--- config.mk ---
export PLATFORM = sky130hd
export DESIGN_NAME = uart_rx_byte
export DESIGN_NICKNAME = d
export VERILOG_FILES = /design/src/rtl/uart_rx_byte.sv
export SDC_FILE = /design/constraint.sdc
export NUM_CORES = 1
export LEC_CHECK = 0
export ABC_AREA = 1
export CAP_MARGIN = 20
export CORE_ASPECT_RATIO = 1.25
export CORE_MARGIN = 2
export CORE_UTILIZATION = 40
export DETAILED_ROUTE_END_ITERATION = 8
export PLACE_DENSITY = 0.7
export SYNTH_ARGS = -nofsm -noshare
export SYNTH_HDL_FRONTEND = slang
export SYNTH_SLANG_ARGS = --single-unit
--- constraint.sdc ---
create_clock -name clk -period 1.3 [get_ports clk]
set_input_delay 0.26 -clock clk [delete_from_list [all_inputs] [get_ports clk]]
set_output_delay 0.26 -clock clk [all_outputs]
set_load 0.1 [all_outputs]
--- src/rtl/uart_rx_byte.sv ---
// rtl/uart_rx_byte.sv - byte-wide UART receiver, 8N1, mid-bit sampling with one-cycle strobes.
// Optional parity bit between data and stop when UART_RX_PARITY_EN is defined.
module uart_rx_byte #(
  parameter int CLK_FREQ     = 50000000,
  parameter int BAUD         = 115200,
  parameter int CLKS_PER_BIT = CLK_FREQ / BAUD,
  parameter int PARITY_ODD   = 0
) (
  input  logic       clk,
  input  logic       rst,
  input  logic       rx,
  output logic [7:0] data,
  output logic       valid,
  output logic       busy,
  output logic       frame_err,
  output logic       parity_err
);

  localparam int CW = $clog2(CLKS_PER_BIT);
  localparam logic [CW-1:0] HALF_CNT = CW'(CLKS_PER_BIT / 2 - 1);
  localparam logic [CW-1:0] FULL_CNT = CW'(CLKS_PER_BIT - 1);

  generate
    if (CLKS_PER_BIT < 4 || PARITY_ODD < 0 || PARITY_ODD > 1) begin : g_bad_cfg
      $error("uart_rx_byte: CLKS_PER_BIT must be >= 4 and PARITY_ODD must be 0 or 1");
    end
  endgenerate

  typedef enum logic [2:0] {
    IDLE,
    START,
    DATA,
    STOP,
    RECOVER
`ifdef UART_RX_PARITY_EN
    , PARITY
`endif
  } state_t;

  state_t        state, state_n;
  logic [CW-1:0] cnt, cnt_n;
  logic [2:0]    idx, idx_n;
  logic [7:0]    shift, shift_n;
  logic [7:0]    data_n;
  logic          valid_n, ferr_n, perr_n;
  logic          par_bit, par_n;
  logic          par_bad;
  logic          sync1, rx_s;

  // Synchronizer resets to the idle level so reset never looks like a start bit.
  always_ff @(posedge clk) begin
    if (rst) begin
      sync1 <= 1'b1;
      rx_s  <= 1'b1;
    end else begin
      sync1 <= rx;
      rx_s  <= sync1;
    end
  end

`ifdef UART_RX_PARITY_EN
  localparam logic ODD = (PARITY_ODD != 0);
  assign par_bad = (^shift) ^ par_bit ^ ODD;
`else
  assign par_bad = 1'b0;
`endif

  always_comb begin
    state_n = state;
    cnt_n   = cnt + CW'(1);
    idx_n   = idx;
    shift_n = shift;
    data_n  = data;
    valid_n = 1'b0;
    ferr_n  = 1'b0;
    perr_n  = 1'b0;
    par_n   = par_bit;
    case (state)
      IDLE: begin
        cnt_n = '0;
        if (!rx_s) state_n = START;
      end
      START: begin
        if (cnt == HALF_CNT) begin
          cnt_n   = '0;
          idx_n   = 3'd0;
          state_n = rx_s ? IDLE : DATA;
        end
      end
      DATA: begin
        if (cnt == FULL_CNT) begin
          cnt_n          = '0;
          shift_n[idx]   = rx_s;
          idx_n          = idx + 3'd1;
          if (idx == 3'd7) begin
`ifdef UART_RX_PARITY_EN
            state_n = PARITY;
`else
            state_n = STOP;
`endif
          end
        end
      end
`ifdef UART_RX_PARITY_EN
      PARITY: begin
        if (cnt == FULL_CNT) begin
          cnt_n   = '0;
          par_n   = rx_s;
          state_n = STOP;
        end
      end
`endif
      STOP: begin
        if (cnt == FULL_CNT) begin
          cnt_n  = '0;
          perr_n = par_bad;
          if (!rx_s) begin
            ferr_n  = 1'b1;
            state_n = RECOVER;
          end else begin
            state_n = IDLE;
            if (!par_bad) begin
              valid_n = 1'b1;
              data_n  = shift;
            end
          end
        end
      end
      RECOVER: begin
        // Wait out a break so a stuck-low line is not decoded as 0x00 frames.
        cnt_n = '0;
        if (rx_s) state_n = IDLE;
      end
      default: state_n = IDLE;
    endcase
  end

  always_ff @(posedge clk) begin
    if (rst) begin
      state     <= IDLE;
      cnt       <= '0;
      idx       <= 3'd0;
      shift     <= 8'h00;
      par_bit   <= 1'b0;
      data      <= 8'h00;
      valid     <= 1'b0;
      frame_err <= 1'b0;
      busy      <= 1'b0;
    end else begin
      state     <= state_n;
      cnt       <= cnt_n;
      idx       <= idx_n;
      shift     <= shift_n;
      par_bit   <= par_n;
      data      <= data_n;
      valid     <= valid_n;
      frame_err <= ferr_n;
      // Registered from the current state so busy stays high through the valid cycle.
      busy      <= (state != IDLE);
    end
  end

`ifdef UART_RX_PARITY_EN
  always_ff @(posedge clk) begin
    if (rst) parity_err <= 1'b0;
    else     parity_err <= perr_n;
  end
`else
  assign parity_err = 1'b0;
  logic unused_perr;
  assign unused_perr = perr_n;
`endif

endmodule
After elaboration in Yosys (flattened, before gate mapping)
Index checks and enable logic that the tools add are counted.
{"block": "totals", "ram_bits": 0, "elab_cells": 60, "out_inout_bits": 12, "memories": 0, "mem_bits_ro": 0, "reg_bits": 36, "latchBits": 0, "in_bits": 3}
{"block": "classes", "add_sub_neg": 2, "muxes": 20, "n_div": 0, "n_eq_ne": 13, "shift": 0, "multipliers": 0, "reduce_logical": 11, "order_cmp": 2, "bitwise": 2}
{"operator": "$mux 3", "n": 9}
{"operator": "$pmux 9 s3", "n": 1}
{"operator": "$mux 9", "n": 2}
{"operator": "$pmux 3 s5", "n": 1}
{"operator": "$ne 2x2->1 const B", "n": 6}
{"operator": "$add 9x1->9 const B", "n": 1}
{"operator": "$eq 9x8->1 const B", "n": 1}
{"operator": "$eq 9x9->1 const B", "n": 1}
{"operator": "$bwmux 8", "n": 1}
{"operator": "$eq 3x2->1 const B", "n": 2}
{"operator": "$eq 3x3->1 const B", "n": 2}
{"operator": "$pmux 3 s2", "n": 1}
{"operator": "$reduce_and 3->1", "n": 2}
{"operator": "$reduce_and 6->1", "n": 1}
{"operator": "$lt 3x4->1 const B", "n": 1}
{"operator": "$reduce_or 2->1", "n": 2}
{"operator": "$add 3x1->3 const B", "n": 1}
{"operator": "$demux 1 s3", "n": 1}
{"operator": "$eq 3x1->1 const B", "n": 1}
{"operator": "$ge 3x1->1 const B", "n": 1}
{"operator": "$logic_not 3->1", "n": 1}
{"operator": "$mux 1", "n": 3}
{"operator": "$reduce_bool 3->1", "n": 1}
{"operator": "$reduce_or 3->1", "n": 1}
{"operator": "5 further kinds", "n": 6}

Logic depth before layout (Yosys ltp)
Gate-level depths: netlist of the first run.
{"block": "depth", "depth_word": 5, "depth_mapped": 10, "mapped_depth_nobuf": 10}

Worst setup path before layout of the first run
No wires, ideal clock.
{"block": "synth_timing", "path_kind": "reg-to-reg", "start": "register cnt[0]", "end": "register data[2]", "synth_period_minus_slack_ns": 1.366, "setup_time_ns": 0.067, "required_ns": 1.233, "arrival_ns": 1.299, "path_stages_with_launch": 9, "n_path_buf": 1, "slack_ns": -0.066, "cell_sequence": "dfxtp_1 -> ha_1 -> nand2_1 -> nor2_8 -> nand2_8 -> nor2_4 -> buf_8 -> o21ai_2 -> a21oi_2"}
{"block": "synth_via", "elab_chain_len": 2}
{"item": "from (decl)", "line_no": "41", "rtl": "logic [CW-1:0] cnt, cnt_n;"}
{"item": "from (signal assigned)", "line_no": "151", "rtl": "cnt <= cnt_n;"}
{"item": "$eq 9x9->1", "line_no": "114", "rtl": "if (cnt == FULL_CNT) begin"}
{"item": "$reduce_and 3->1 (no source line)"}
{"item": "to (signal assigned)", "line_no": "155", "rtl": "data <= data_n;"}
{"item": "to (decl)", "line_no": "12", "rtl": "output logic [7:0] data,"}
Every way passes these cells.
A chain may end at the register's enable or synchronous reset.

Worst setup path after layout of the first run
{"block": "layout_timing", "start": "register cnt[1]", "end": "register shift[5]"}
{"block": "layout_via", "elab_chain_len": 2}
{"item": "$eq 9x9->1", "line_no": "91", "rtl": "if (cnt == FULL_CNT) begin"}
{"item": "$reduce_and 2->1 (no source line)"}
{"item": "to (signal assigned)", "line_no": "153", "rtl": "shift <= shift_n;"}
{"item": "to (decl)", "line_no": "43", "rtl": "logic [7:0] shift, shift_n;"}
Every way passes these cells.

==> summary.md, run 1 <==
| Metric | Value |
|---|---|
| Status | complete, but fails checks |
| Failing checks | setup timing |
| Yosys top cell by area | dfxtp_1 |
| Clk Latency, worst-skew pair | 0.29 ns |
| Die X | 64.49 um |
| N_diodes | 0 |
| Reg clk slew, reported paths | 0.08 ns |
| Final WL | 3832 um |
| Wire per inst | 11.30 um |
| Rows | 27 |
| # H-tree levels | 2 |
| Critical Path Max Stage Delay | 0.32 ns |
| Layout cell share with drive strength beyond 1 | 0.4306 |
| Layout area overhead | 40.49% |
| Most frequent CP cell | nand2_1 |
| Crit path launch type | flop |
| Post-Synthesis Cells | 239 |
| Worst-case reg-to-reg path depth | 9 |
| R2R setup slack | -0.05 ns |
| Gpl congestion | 0.8209 |
| Buffers on Ports | 13 |
| PnR worst setup slack | -0.04813 ns |
| Hpwl dp | 2703 um |
| Final worst path period need | 1.348 ns |
| Hold depth | 1 |
| Hold slack | 0.4317 ns |
| Crit-path cells | inv_2, ha_4, nand2_4, nor2_8, nand2_8, nor2_4, nand2_1, nand2_1, a21oi_2 |
| Final Setup Violations | 17 |
| Peak VDD IR | 0.7942 mV |
| Crit share post-route | 1.037 |
| Non-filler cells, final | 339 |
| Total GRT Usage | 0.1669 |
| Slew Viols, Final | 0 |
| Max-Cap Viols | 0 |
| Syn_nets | 247 |
| RSZ-0062 raised after global routing | yes |
| Antenna Violating Nets Remaining | 0 |
| Yosys cell types | 32 |
| Number of fill cells | 398 |
| PD cells | 1539 nW/um^2 |
| I/O pin cnt | 15 |
| Largest net degree at the start of global routing | 16 |
| Vias post-DR | 1,601 |
| Reg-to-reg endpoint | shift[5] |
| Power Total | 3.956 mW |
| CTS Buffer Depth | 2 |
| Hold buffer count at cts | 0 |
| Die area | 5133 um^2 |
| Placed insts | 327 |
| Crit-path slowest cell | dfxtp_2 |
| Syn Std Cell Area | 1829 um^2 |
| Global route total overflow | 0 |
| Number of flops mapped to enable cells by yosys | 0 |
| Vias in the first global route | 1,572 |
| Final hold vios | 0 |
| Sequential area share after synthesis | 0.3940 |
| Crit path kind | reg -> reg |
| Core area | 4392 um^2 |
| Setup Skew | 0.008036 ns |
| Worst r2r src | cnt[1] |
| Initial core utilization | 0.4165 |
| Synth top area cells | dfxtp_1 (39%), nand2_1 (9.0%), nor2_1 (7.4%), inv_1 (5.5%), nand3_1 (4.4%) |
| Critical Path RT | 1.49 ns |
| Vias per inst | 4.723 |
| Initial antenna violation count | 0 |
| TritonCTS clock tree | built |
| Worst-path fanout max | 8 |
| DRC | 0 |
| Root Buffer | clkbuf_8 |
| Leakage | 1.074 nW |
| Die Span Y | 79.61 um |
| Hold path start | sync1 |
| Asr flop ratio synth | 0 |
| Clock sink total | 36 |
| Nets | 288 |
| CP endpoint kind | flop |
| #FFs+latches synth | 36 |
| Synth Area per Inst | 7.654 um^2 |
| Synth Warn # | 0 |
| Crit path arrival time | 1.54 ns |
| Fmax | 741.8 MHz |
| Most common cell after layout, fill and taps aside | nand2_1 |
| Starting DRT DRC Count | 44 |
| Dpl ws | -0.06707 ns |
| CTS buffer count | 5 |
| First-pass iteration count of the detailed router | 4 |
| Post-synth top area share | 0.3940 |
| Synth Flop Type | dfxtp_1 |
| First-pass GRT wire length | 6686 um |
| Most frequent cells in the layout | nand2_1 (35), nor2_1 (31), dfxtp_1 (27), buf_4 (24), inv_1 (22) |
| Endpoint, Worst Hold | rx_s |
| Hold Path Class | reg -> reg |
==> kinds of logic after synthesis <==
group                      count (synthesis)  share of synthesized area
and+or+nand+nor                          127                     0.3591
buffers and inverters                     38                    0.09644
DFF                                       36                     0.3940
AOI/OAI and AO/OA                         27                    0.09029
xor gates and xnor gates                   5                    0.02394
adders and majority gates                  5                    0.03420
other                                      1                   0.002050
==> synth_stat cells (2+ instances only) <==
cell     number
nor3_1        5
nand3_4       2
a21oi_2       2
nand3_1      16
inv_2         5
buf_2         2
nand2_2       7
nand2_1      44
ha_1          5
nor2_4        5
dfxtp_1      36
or2_2         2
o21ai_0       4
xor2_1        4
o21ai_1       4
nand4_1       3
o21ai_2       3
nor2_2        2
inv_1        27
nor2_1       36
nand2_4       2
a21oi_1      13
==> power breakdown <==
| group | internal, mW | switching [mW] |
|---|---|---|
| clock | 0.567 | 0.411 |
| combinational | 0.611 | 1.02 |
| sequential | 1.23 | 0.118 |
| total | 2.41 | 1.55 |
==> cell type report <==
class / instances / area (um^2) / share of cell area
Clock buffer: 5 / 68.82 / 0.02678
Inverter: 32 / 120.1 / 0.04674
Multi-Input combinational cell: 166 / 1071 / 0.4167
Timing Repair Buffer: 39 / 460.4 / 0.1792
Clock inverter: 3 / 42.54 / 0.01655
Sequential cell: 36 / 734.5 / 0.2858
Tap cell: 58 / 72.57 / 0.02824
==> per-stage QoR <==
stage	instance area [um^2]	utilization	setup TNS [ns]
floorplan	1854	-	0
global placement	2308	0.5256	-0.2531
detailed placement	2308	0.5256	-0.7352
CTS	2477	0.5641	-0.3387
global route	2570	0.5852	-2.848
finish	2570	0.5852	-0.5515
==> routing by layer <==
layer | global-route usage | up-vias | routed length [um]
met5 | 0 | - | 0
li1 | - | 831 | -
met4 | 0.04894 | 0 | 53
met2 | 0.3302 | 25 | 2161
met3 | 0.03949 | 10 | 107
met1 | 0.1702 | 735 | 1509
==> how the worst max path moves through the flow <==
stage               slack, ns  cells after the start    from  endpoint
floorplan                0.02                      8  cnt[0]   data[2]
global placement        -0.04                      9  cnt[0]    cnt[7]
detailed placement      -0.07                      9  cnt[0]    cnt[0]
CTS                     -0.06                     10  cnt[1]  shift[4]
global route            -0.17                     10  cnt[1]  shift[4]
finish                  -0.05                      9  cnt[1]  shift[5]
==> critical path: cells and delay by family, from the launching register on <==
family | cells | cell delay (ns)
AND/OR/NAND/NOR | 6 | 0.68
AO/OA/AOI/OAI | 1 | 0.05
flip-flops | 1 | 0.32
buffers and inverters | 1 | 0.06
adder cells (fa/ha/maj) | 1 | 0.13
==> sequential cells by signal, summed over array words and instances, names as in the netlist, 3 cells and up <==
name   count
data       8
state      3
shift      8
idx        3
cnt        9
==> what timing repair did <==
item	in CTS	in global routing
cloned	1	0
setup buffers	1	2
hold endpoints to repair	0	0
gates resized for setup	15	25
endpoints found under the setup margin	22	31
pin swaps	6	14
Power figures use the tool's default switching activity.
==> inputs of run 2 (changes only) <==
--- a/config.mk
+++ b/config.mk
@@ -10,6 +10,7 @@
 export CORE_ASPECT_RATIO = 1.25
 export CORE_MARGIN = 2
 export CORE_UTILIZATION = 40
+export CTS_BUF_LIST = sky130_fd_sc_hd__clkbuf_16
 export DETAILED_ROUTE_END_ITERATION = 8
 export PLACE_DENSITY = 0.7
 export SYNTH_ARGS = -nofsm -noshare
==> run 2 against run 1 <==
  * Register-to-register slack got worse by 0.06 ns
  * The flow still finishes with violations (setup timing)
  * Cell count rose by 0.88%
  * Clock power grew 39%
  * Critical path type unchanged
  * Final area rose by 3.8%
  * Die area is the same
==> summary.md, run 2 (same netlist as run 1, synthesis figures left out) <==
| Metric | Value |
|---|---|
| PD cells | 1648 nW/um^2 (+7.1%) |
| Buffers on Ports | 13 (unchanged) |
| CTS buffer count | 5 (unchanged) |
| Crit path kind | reg -> reg |
| RSZ-0062 raised after global routing | yes |
| Hpwl dp | 2703 um (unchanged) |
| Global route total overflow | 0 (unchanged) |
| Vias per inst | 4.740 (+0.36%) |
| Max-Cap Viols | 0 (unchanged) |
| Comb pwr share | 0.384 (-0.029) |
| Leakage | 1.124 nW (+4.7%) |
| Placed cell area | 2308 um^2 (unchanged) |
| Final hold vios | 0 (unchanged) |
| # H-tree levels | 2 (unchanged) |
| Rows | 27 (unchanged) |
| Core area | 4392 um^2 (unchanged) |
| Crit path launch type | flop |
| Net Sw Frac | 0.3713 (-0.02062) |
| Util after Layout | 0.6074 (+0.02222) |
| First-pass GRT wire length | 6755 um (+1.0%) |
| Initial core utilization | 0.4165 (unchanged) |
| M2 GR Usage | 0.3271 (-0.003125) |
| Failing checks | setup timing |
| TritonCTS clock tree | built |
| Clk Latency, worst-skew pair | 0.28 ns (about the same) |
| CP endpoint kind | flop |
| Root Buffer | clkbuf_16 |
| Vias in the first global route | 1,580 (+0.51%) |
| Non-filler cells, final | 342 (+0.88%) |
| Wire per inst | 11.82 um (+4.6%) |
| Placed insts | 327 (unchanged) |
| Final worst path period need | 1.412 ns (+0.06401 ns) |
| Die Span Y | 79.61 um (unchanged) |
| Max reg flops | 9 (unchanged) |
| Status | complete, but fails checks |
| Slew Viols, Final | 0 (unchanged) |
| Final Setup Violations | 27 (+10) |
| Layout area overhead | 45.83% |
| Critical Path Max Stage Delay | 0.32 ns (about the same) |
| Hold Path Class | reg -> reg |
| Most common cell after layout, fill and taps aside | nand2_1 |
| NetSw | 1.632 mW (+5.3%) |
| Top Usage Layer GRT | met2 |
| Worst-path fanout max | 6 (-2) |
| M3 GR Usage | 0.03808 (-0.001410) |
| Nets | 291 (+1.0%) |
| Crit path buffers/inverters | 2 (+1) |
| Number of fill cells | 385 (-3.3%) |
| Clock power share | 0.310 (+0.063) |
| Grt met1 use | 0.1728 (+0.002632) |
| Clock sink total | 36 (unchanged) |
| Starting DRT DRC Count | 36 (-18%) |
| Fmax | 708.1 MHz (-4.5%) |
| Top reg by flops | cnt |
| Vias post-DR | 1,621 (+1.2%) |
| Peak VDD IR | 0.8524 mV (+7.3%) |
| Die X | 64.49 um (unchanged) |
| Largest regs | cnt x9, data x8, shift x8 |
| Gpl congestion | 0.8209 (unchanged) |
| Final WL | 4044 um (+5.5%) |
| PnR worst setup slack | -0.1121 ns (-0.06401 ns) |
| Crit path arrival time | 1.59 ns (+0.05 ns) |
| N_diodes | 0 (unchanged) |
| Reg power frac | 0.305 (-0.035) |
| Largest net degree at the start of global routing | 16 (unchanged) |
| Most frequent CP cell | nand2_4 |
| First-pass iteration count of the detailed router | 4 (unchanged) |
| CTS Buffer Depth | 2 (unchanged) |
| Crit-path cells | inv_2, ha_4, nand2_4, nor2_8, nand2_8, buf_4, nand2_4, nand3_4, nand2_4, nor2_1 |
| Initial antenna violation count | 0 (unchanged) |
| DRC | 0 (unchanged) |
| Antenna Violating Nets Remaining | 0 (unchanged) |
| Setup Skew | 0.005874 ns (-0.002162 ns) |
| Total GRT Usage | 0.1714 (+0.004455) |
| Die area | 5133 um^2 (unchanged) |
| Critical Path RT | 1.48 ns (about the same) |
| Layout cell share with drive strength beyond 1 | 0.4225 (-0.008070) |
| Most frequent cells in the layout | nand2_1 (37), nor2_1 (34), dfxtp_1 (29), buf_4 (25), inv_1 (23) |
| Delay-heaviest family, CP | simple AND/OR/NAND/NOR gates |
| Internal power | 2.764 mW (+15%) |
| Reg clk slew, reported paths | 0.06 ns (-0.02 ns) |
| I/O pin cnt | 15 (unchanged) |
| Crit share post-route | 1.086 (+0.04924) |
| Final instance area | 2668 um^2 (+3.8%) |
| Crit-path slowest cell | dfxtp_2 |
==> run 2: timing repair <==
action | CTS | global route
hold buffers | 0 | 0
cloned | 1 | 1
gates resized for setup | 14 | 23
pin swaps | 5 | 10
endpoints found under the setup margin | 21 | 31
endpoints found under the hold margin | 0 | 0
buffers inserted | 1 | 4
==> run 2: worst paths after layout <==
kind,start,endpoint,slack [ns],depth (start not counted)
worst max register to register,cnt[1],cnt[7],-0.11,10
worst max-delay path,cnt[1],cnt[7],-0.11,10
worst min-delay path,sync1,rx_s,0.43,1
worst min register to register,sync1,rx_s,0.43,1
==> run 2: power by group through the flow <==
stage	registers [mW]	clock network [mW]	logic, mW
after floorplan	1.44	0	0.941
after global placement	1.33	0	1.43
after detailed placement	1.34	0	1.46
after CTS	1.34	1.39	1.58
after global routing	1.36	1.43	1.86
final	1.34	1.36	1.69
==> run 2: worst register-to-register path, stage by stage, from the launching register on <==
cell and delay [ns]:
dfxtp_2 0.32, inv_2 0.07, ha_4 0.13, nand2_4 0.06
nor2_8 0.11, nand2_8 0.09, buf_4 0.15, nand2_4 0.08
nand3_4 0.13, nand2_4 0.12, nor2_1 0.05
==> run 2: through the flow <==
step / setup TNS (ns) / total power, mW / hold slack (ns) / setup WS, ns
6_report: -1.813 / 4.396 / 0.4297 / -0.1121
5_1_grt: -4.361 / 4.657 / 0.4304 / -0.1900
4_1_cts: -0.3245 / 4.310 / 0.4245 / -0.07009
3_5_place_dp: -0.7352 / 2.805 / 0.3969 / -0.06707
3_3_place_gp: -0.2531 / 2.766 / 0.3967 / -0.04292
2_1_floorplan: 0 / 2.377 / 0.3638 / 0.02325
==> run 2: layout make-up <==
class	count	area [um^2]	share of cell area
sequential	36	732.0	0.2744
clock inverter	3	42.54	0.01595
timing repair buffer	42	504.2	0.1890
tap	58	72.57	0.02720
multi-input combinational	166	1071	0.4015
clock buffer	5	125.1	0.04690
inverter	32	120.1	0.04503
==> run 2: layer usage <==
metal	vias up	part of all wire
met4	0	0.021
met5	-	0
met3	8	0.027
met1	747	0.39
met2	31	0.56
li1	835	-
==> inputs of run 3 (changes only) <==
--- a/config.mk
+++ b/config.mk
@@ -12,6 +12,7 @@
 export CORE_UTILIZATION = 40
 export CTS_BUF_LIST = sky130_fd_sc_hd__clkbuf_16
 export DETAILED_ROUTE_END_ITERATION = 8
+export HOLD_SLACK_MARGIN = 0.12
 export PLACE_DENSITY = 0.7
 export SYNTH_ARGS = -nofsm -noshare
 export SYNTH_HDL_FRONTEND = slang
==> constraint.sdc (replaced) <==
create_clock -name clk -period 1.3 [get_ports clk]
set_input_delay 0.195 -clock clk [delete_from_list [all_inputs] [get_ports clk]]
set_output_delay 0.195 -clock clk [all_outputs]
set_load 0.1 [all_outputs]
==> run 3 against run 2 <==
  * The flow still finishes with violations (setup timing)
  * Wire length is 4.0% lower
  * Fmax is 2.4% higher
  * Sequential power hardly changed
  * Critical endpoint is now shift[4]
==> summary.md, run 3 (same netlist as run 1, synthesis figures left out) <==
| Metric | Value |
|---|---|
| Status | complete, but fails checks |
| Failing checks | setup timing |
| Hpwl dp | 2764 um (+2.2%) |
| Final worst path period need | 1.379 ns (-0.03317 ns) |
| M2 GR Usage | 0.3219 (-0.005208) |
| R2R setup slack | -0.08 ns (+0.03 ns) |
| First-pass iteration count of the detailed router | 4 (unchanged) |
| M3 GR Usage | 0.03808 (unchanged) |
| Most frequent cells in the layout | nand2_1 (39), dfxtp_1 (29), nor2_1 (27), inv_1 (24), buf_4 (22) |
| Setup Skew | 0.002851 ns (-0.003023 ns) |
| Buffers on Ports | 13 (unchanged) |
| Antenna Violating Nets Remaining | 0 (unchanged) |
| Nets | 288 (-1.0%) |
| Worst-path fanout max | 6 (unchanged) |
| Top reg by flops | cnt |
| Final Setup Violations | 22 (-19%) |
| Reg clk slew, reported paths | 0.06 ns (about the same) |
| Max reg flops | 9 (unchanged) |
| Initial core utilization | 0.4165 (unchanged) |
| Peak VDD IR | 1.005 mV (+18%) |
| Vias per inst | 4.755 (+0.32%) |
| DRC | 0 (unchanged) |
| NetSw | 1.598 mW (-2.1%) |
| TritonCTS clock tree | built |
| Critical Path RT | 1.47 ns (about the same) |
| N_diodes | 0 (unchanged) |
| # H-tree levels | 2 (unchanged) |
| CTS Buffer Depth | 2 (unchanged) |
| Crit path launch type | flop |
| Rows | 27 (unchanged) |
| Endpoint, Worst Hold | rx_s |
| Worst-case reg-to-reg path depth | 10 (unchanged) |
| Clock power share | 0.308 (-0.002) |
| Layout area overhead | 43.23% |
| Clock sink total | 36 (unchanged) |
| I/O pin cnt | 15 (unchanged) |
| Wire per inst | 11.46 um (-3.1%) |
| Die area | 5133 um^2 (unchanged) |
| Crit path kind | reg -> reg |
| Die X | 64.49 um (unchanged) |
| Util after Layout | 0.5966 (-0.01083) |
| Largest regs | cnt x9, data x8, shift x8 |
| Vias in the first global route | 1,505 (-4.7%) |
| Starting DRT DRC Count | 27 (-25%) |
| Reg power frac | 0.309 (+0.004) |
| Total GRT Usage | 0.1670 (-0.004405) |
| Most common cell after layout, fill and taps aside | nand2_1 |
| Net Sw Frac | 0.3676 (-0.003665) |
| Hold path start | sync1 |
| Top Usage Layer GRT | met2 |
| Fmax | 725.2 MHz (+2.4%) |
| PD cells | 1660 nW/um^2 (+0.70%) |
| Comb pwr share | 0.383 (about the same) |
| Gpl congestion | 0.8233 (+0.29%) |
| RSZ-0062 raised after global routing | yes |
| Crit share post-route | 1.061 (-0.02551) |
| Largest net degree at the start of global routing | 16 (unchanged) |
| Clk Latency, worst-skew pair | 0.28 ns (about the same) |
| Layout cell share with drive strength beyond 1 | 0.4057 (-0.01684) |
| CP endpoint kind | flop |
| Internal power | 2.750 mW (-0.52%) |
| Non-filler cells, final | 339 (-0.88%) |
| CTS buffer count | 5 (unchanged) |
| Die Span Y | 79.61 um (unchanged) |
| Number of fill cells | 371 (-3.6%) |
| Multi-input logic area | 1056 um^2 (-1.4%) |
| Vias post-DR | 1,612 (-0.56%) |
| Reg-to-reg endpoint | shift[4] |
| PnR worst setup slack | -0.07897 ns (+0.03317 ns) |
| Placed insts | 327 (unchanged) |
| Grt met1 use | 0.1686 (-0.004228) |
| Crit path arrival time | 1.55 ns (-0.04 ns) |
| Initial antenna violation count | 0 (unchanged) |
| Leakage | 1.114 nW (-0.84%) |
| Final hold vios | 0 (unchanged) |
| Final WL | 3884 um (-4.0%) |
| Hold buffer count at cts | 0 (unchanged) |
| Worst r2r src | cnt[1] |
| Core area | 4392 um^2 (unchanged) |
| Hold depth | 1 (unchanged) |
| Root Buffer | clkbuf_16 |
| Reg area | 732.0 um^2 (unchanged) |
| Hold Path Class | reg -> reg |
| First-pass GRT wire length | 6589 um (-2.5%) |
| Slew Viols, Final | 0 (unchanged) |
| Global route total overflow | 0 (unchanged) |
| Fin Setup TNS | -0.5347 ns (+1.278 ns) |
| Max-Cap Viols | 0 (unchanged) |
## run 3: routing by layer
layer | wire length (um) | vias to the layer above
met4 | 82 | 0
li1 | - | 828
met5 | 0 | -
met3 | 127 | 9
met1 | 1543 | 748
met2 | 2130 | 27
## run 3: repair_timing
item,CTS,global route
cloned,1,0
endpoints found under the setup margin,27,31
pin swaps,3,8
setup buffers,0,3
gates resized for setup,14,25
## run 3: how the worst max path moves through the flow
stage / startpoint / endpoint
finish: cnt[1] / shift[4]
global route: cnt[1] / shift[4]
CTS: cnt[1] / shift[2]
detailed placement: cnt[0] / cnt[0]
global placement: cnt[0] / cnt[7]
floorplan: cnt[0] / data[2]
## run 3: stage by stage
stage | worst slack, ns | area [um^2] | power, mW | hold WS (ns)
2_1_floorplan | 0.02325 | 1854 | 2.377 | 0.2988
3_3_place_gp | -0.04588 | 2308 | 2.762 | 0.3980
3_5_place_dp | -0.08118 | 2308 | 2.819 | 0.3966
4_1_cts | -0.06349 | 2512 | 4.296 | 0.4133
5_1_grt | -0.1934 | 2620 | 4.601 | 0.4216
6_report | -0.07897 | 2620 | 4.348 | 0.4104
## run 3: power groups by stage
stage	Combinational [mW]	Sequential, mW	Clock, mW
after CTS	1.60	1.33	1.37
after detailed placement	1.48	1.34	0
after global placement	1.43	1.33	0
after global routing	1.83	1.35	1.42
final	1.67	1.34	1.34
after floorplan	0.941	1.44	0
## run 3: final cells by class
cell class / count / share of cell area
Multi-Input combinational cell: 166 / 0.4031
Sequential cell: 36 / 0.2794
Timing Repair Buffer: 39 / 0.1786
Inverter: 32 / 0.04871
Clock buffer: 5 / 0.04776
Tap cell: 58 / 0.02770
Clock inverter: 3 / 0.01480
## run 3: critical path, cell delays in order (launching register included)
cell and delay [ns]:
dfxtp_2 0.32, inv_2 0.07, ha_4 0.13, nand2_4 0.06, nor2_8 0.11, nand2_8 0.10, buf_12 0.14, nor2_4 0.14
nand3_1 0.09, nand2_1 0.07, a21oi_1 0.04
==> RTL edit 1: new RTL, config.mk and constraints of run 3 <==
Build with the macro `UART_RX_PARITY_EN` defined.
--- a/src/rtl/uart_rx_byte.sv
+++ b/src/rtl/uart_rx_byte.sv
@@ -2,2 +2,4 @@
 // Optional parity bit between data and stop when UART_RX_PARITY_EN is defined.
+`define UART_RX_PARITY_EN
+
 module uart_rx_byte #(
Function: no difference found for any inputs over 10 cycles, from zero or initial values and one cycle with rst high; that may be too few to reach the edited logic, so the function may still have changed.
==> RTL edit 1 against run 3 <==
  * The flow still finishes with violations (negative setup slack)
  * Final area is 5.9% higher
  * Cell count rose by 12%
  * Total power shrank 20%
  * Synthesized area rose by 2.2%
  * Sequential share of layout area is 0.24 points lower
  * Worst setup slack got worse by 0.17 ns
  * Non-clock buffer count rose by 16
  * Global-route usage grew 1.8 points
  * Clock skew rose by 0.00092 ns
  * Sequential cell count increased by 2
  * Clock power down 15%
  * Wire length rose by 15%
  * Critical endpoint is now data[6]$_SDFFE_PP0P_
  * Largest cell class unchanged
==> RTL edit 1: results (changes against run 3) <==
[metrics] status: complete, but fails checks (unchanged)
[metrics] violations in the final reports: negative setup slack (unchanged)
[metrics] Wirelength per Cell: 11.7 um (was 11.5 um)
[metrics] primary flip-flop cell chosen by synthesis mapping: dfxtp_1 (unchanged)
[metrics] DRC violation total after the first TritonRoute iteration: 120 (was 27)
[metrics] post-place instance area: 2480 um2 (was 2310 um2)
[metrics] via count of the first global-routing pass: 1881 (was 1505)
[metrics] WL met1: 1.74 mm (was 1.54 mm)
[metrics] Max VDD drop: 0.000981 V (was 0.00101 V)
[metrics] final-layout setup total negative slack: -6.47 ns (was -0.535 ns)
[metrics] total power density per cell area: 1260 nW/um2 (was 1660 nW/um2)
[metrics] Final setup viols: 34 (was 22)
[metrics] Leak Pwr: 1.21 nW (was 1.11 nW)
[metrics] met2 capacity usage during global routing: 35.8% (was 32.2%)
[metrics] first-pass GRT wire length: 7.54 mm (was 6.59 mm)
[metrics] quantity of I/O buffers inserted on ports: 14 (was 13)
[metrics] hpwl dp: 3.03 mm (was 2.76 mm)
[metrics] proportion of synthesized chip area in sequential cells: 40.7% (was 39.4%)
[metrics] portion of total power attributed to combinational logic: 29.8% (was 38.3%)
[metrics] number of instances in the synthesized netlist: 263 (was 239)
[metrics] fraction of layout instances using a drive strength above 1: 33.7% (was 40.6%)
[metrics] Min Hold Slack: 0.415 ns (was 0.410 ns)
[metrics] met3 layer usage reported by global route: 4.48% (was 3.81%)
[metrics] syn_nets: 271 (was 247)
[metrics] post-route worst setup slack: -0.249 ns (was -0.0790 ns)
[metrics] GRT Resource Usage Total: 18.5% (was 16.7%)
[metrics] via count normalized by instance count: 4.78 (was 4.76)
[metrics] Routed met2 length: 2.51 mm (was 2.13 mm)
[metrics] placement-stage worst setup slack: -0.220 ns (was -0.0812 ns)
[metrics] final net count: 330 (was 288)
[metrics] worst path arrival time: 1.76 ns (was 1.55 ns)
[metrics] fraction of power spent switching nets: 32.6% (was 36.8%)
[metrics] placed instance count: 367 (was 327)
[metrics] library cells used by synthesis: 28 (was 32)
[metrics] met3 wire length: 122 um (was 127 um)
[metrics] via total after detailed routing: 1820 (was 1612)
[metrics] proportion of power drawn by flip-flops and latches: 37.5% (was 30.9%)
[metrics] met1 track demand over resource: 18.0% (was 16.9%)
[metrics] commonest cells in the synthesized netlist: nand2_1 (64), nor2_1 (44), dfxtp_1 (38), inv_1 (28), a21oi_1 (14) (was nand2_1 (44), dfxtp_1 (36), nor2_1 (36), inv_1 (27), nand3_1 (16))
==> RTL edit 1: cell count changes after synthesis, moves of 3 or more <==
| cell | before | now |
|---|---|---|
| nand2_1 | 44 | 64 |
| nand2_2 | 7 | 3 |
| nand3_1 | 16 | 12 |
| nand3_2 | 0 | 3 |
| nand4_1 | 3 | 6 |
| nor2_1 | 36 | 44 |
| nor2_4 | 5 | 1 |
| o21ai_0 | 4 | 8 |
| xor2_1 | 4 | 7 |
==> RTL edit 1: final timing paths <==
path,endpoint,startpoint,cells after the start
setup / recovery,data[6]$_SDFFE_PP0P_,cnt[1]$_SDFF_PP0_,10
hold / removal,rx_s$_SDFF_PP1_,sync1$_SDFF_PP1_,1
setup reg to reg,data[6]$_SDFFE_PP0P_,cnt[1]$_SDFF_PP0_,10
hold reg to reg,rx_s$_SDFF_PP1_,sync1$_SDFF_PP1_,1
==> RTL edit 1: repair_timing <==
| action | CTS | global route |
|---|---|---|
| buffers inserted | 2 | 2 |
| endpoints found under the setup margin | 34 | 35 |
| cloned | 2 | 0 |
| pin swaps | 5 | 5 |
| resized for setup | 8 | 23 |
==> RTL edit 1: area by class of cell <==
type / instances / area (um2)
Clock buffer: 5 / 125
Clock inverter: 3 / 12.5
Fill cell: 375 / 1690
Inverter: 33 / 126
Multi-Input combinational cell: 189 / 1090
Sequential cell: 38 / 768
Tap cell: 58 / 72.6
Timing Repair Buffer: 55 / 581
==> RTL edit 1: cells by family after synthesis <==
| group | Yosys count | synth area share, % |
|---|---|---|
| buffers and inverters | 38 | 8.23 |
| AND/OR/NAND/NOR | 146 | 35.5 |
| AO/OA/AOI/OAI | 27 | 8.03 |
| XOR/XNOR | 9 | 4.22 |
| flip-flops | 38 | 40.7 |
| adder cells (fa/ha/maj) | 5 | 3.35 |
==> RTL edit 2: new RTL, flow settings as in run 3 <==
Without the edit above. Register the output `valid` once more, cleared by the reset; this adds one clock of latency there. The other outputs are not delayed to match. Comments in the files are not updated.
--- a/src/rtl/uart_rx_byte.sv
+++ b/src/rtl/uart_rx_byte.sv
@@ -21,2 +21,4 @@
   localparam logic [CW-1:0] FULL_CNT = CW'(CLKS_PER_BIT - 1);
+
+  logic valid_s0;
 
@@ -145,3 +147,3 @@
       data      <= 8'h00;
-      valid     <= 1'b0;
+      valid_s0  <= 1'b0;
       frame_err <= 1'b0;
@@ -155,3 +157,3 @@
       data      <= data_n;
-      valid     <= valid_n;
+      valid_s0  <= valid_n;
       frame_err <= ferr_n;
@@ -173,2 +175,10 @@
 
+  always_ff @(posedge clk) begin
+    if (rst) begin
+      valid <= '0;
+    end else begin
+      valid <= valid_s0;
+    end
+  end
+
 endmodule
Function: no difference found for any inputs over 10 cycles, from zero or initial values and one cycle with rst high; that may be too few to reach the edited logic, so the function may still have changed.
==> RTL edit 2 against run 3 <==
  * The run still ends with negative setup slack left
  * Clock power is 16% higher
  * Maximum frequency up 1.0%
  * Worst setup slack better by 0.014 ns
  * Wire length grew 4.1%
  * Die area is 2.5% lower
  * Final area increased by 2.4%
  * Synthesized area down 2.7%
  * Sequential cell count rose by 1
  * Total power is 1.5% higher
  * Clock skew is 0.0013 ns higher
  * Critical path type unchanged
==> RTL edit 2: results (changes against run 3) <==
[metrics] met1 track demand over resource: 17.5% (was 16.9%)
[metrics] Power Internal: 2.93 mW (was 2.75 mW)
[metrics] hpwl dp: 2.82 mm (was 2.76 mm)
[metrics] placement-stage worst setup slack: -0.0883 ns (was -0.0812 ns)
[metrics] Final setup viols: 30 (was 22)
[metrics] Leak Pwr: 1.19 nW (was 1.11 nW)
[metrics] post-route worst setup slack: -0.0647 ns (was -0.0790 ns)
[metrics] Min Hold Slack: 0.405 ns (was 0.410 ns)
[metrics] Max FO, Critical Path: 5 (was 6)
[metrics] adder-cell area share of the yosys netlist: 3.51% (was 3.42%)
[metrics] total power density per cell area: 1640 nW/um2 (was 1660 nW/um2)
[metrics] number of filler instances in the final layout: 349 (was 371)
[metrics] status: complete, but fails checks (unchanged)
[metrics] WL met1: 1.61 mm (was 1.54 mm)
[metrics] DRC violation total after the first TritonRoute iteration: 55 (was 27)
[metrics] capture point of the worst reg-to-reg path: cnt[8]$_SDFF_PP0_ (was shift[4]$_SDFFE_PP0P_)
[metrics] Buffers, non-clock: 46 (was 39)
[metrics] GRT Resource Usage Total: 17.9% (was 16.7%)
[metrics] Netlist Area Pre-Place: 1780 um2 (was 1830 um2)
[metrics] violations in the final reports: negative setup slack (unchanged)
[metrics] Routed met2 length: 2.20 mm (was 2.13 mm)
[metrics] post-synthesis xor/xnor area fraction: 1.48% (was 2.39%)
[metrics] met2 capacity usage during global routing: 34.0% (was 32.2%)
[metrics] final-layout setup total negative slack: -0.954 ns (was -0.535 ns)
[metrics] Total Power: 4.41 mW (was 4.35 mW)
[metrics] library cells used by synthesis: 30 (was 32)
[metrics] met3 layer usage reported by global route: 4.30% (was 3.81%)
[metrics] fraction of layout instances using a drive strength above 1: 37.3% (was 40.6%)
[metrics] via count of the first global-routing pass: 1693 (was 1505)
[metrics] weighted congestion reported at the end of routability-driven placement: 0.859 (was 0.823)
[metrics] layout buffering overhead excluding clock cells: 19.2% (was 17.9%)
[metrics] met3 wire length: 102 um (was 127 um)
[metrics] combined flip-flop and latch cell area: 751 um2 (was 732 um2)
[metrics] num sequential: 37 (was 36)
[metrics] placed instance count: 340 (was 327)
[metrics] final net count: 302 (was 288)
[metrics] average footprint of a synthesized cell: 7.21 um2 (was 7.65 um2)
[metrics] number of cells on the worst reg-to-reg path: 9 (was 10)
[metrics] post-place instance area: 2300 um2 (was 2310 um2)
==> RTL edit 2: cell types whose count changed after synthesis, sizes merged, moves of 3 or more <==
cell and change:
inv +8, a21oi -4, o21ai +4, nand3 -3
==> RTL edit 2: worst min-delay path by stage <==
stage,end,cells after the start
floorplan,sync1$_SDFF_PP1_,1
finish,rx_s$_SDFF_PP1_,1
global route,rx_s$_SDFF_PP1_,1
CTS,rx_s$_SDFF_PP1_,1
detailed placement,rx_s$_SDFF_PP1_,1
global placement,rx_s$_SDFF_PP1_,1
==> RTL edit 2: timing repair <==
| item | 4_1_cts | 5_1_grt |
|---|---|---|
| pin swaps | 10 | 12 |
| setup endpoints to repair | 31 | 33 |
| buffers inserted | 3 | 2 |
| resized for setup | 26 | 22 |
==> RTL edit 2: worst max-delay path, stage by stage (launching register included) <==
cell     delay [ns]
dfxtp_2        0.33
inv_4          0.08
ha_4           0.13
nand2_4        0.05
nor2_4         0.13
nand2_4        0.10
nand2_4        0.12
nand3_4        0.12
nand2_4        0.15
nor2_2         0.05
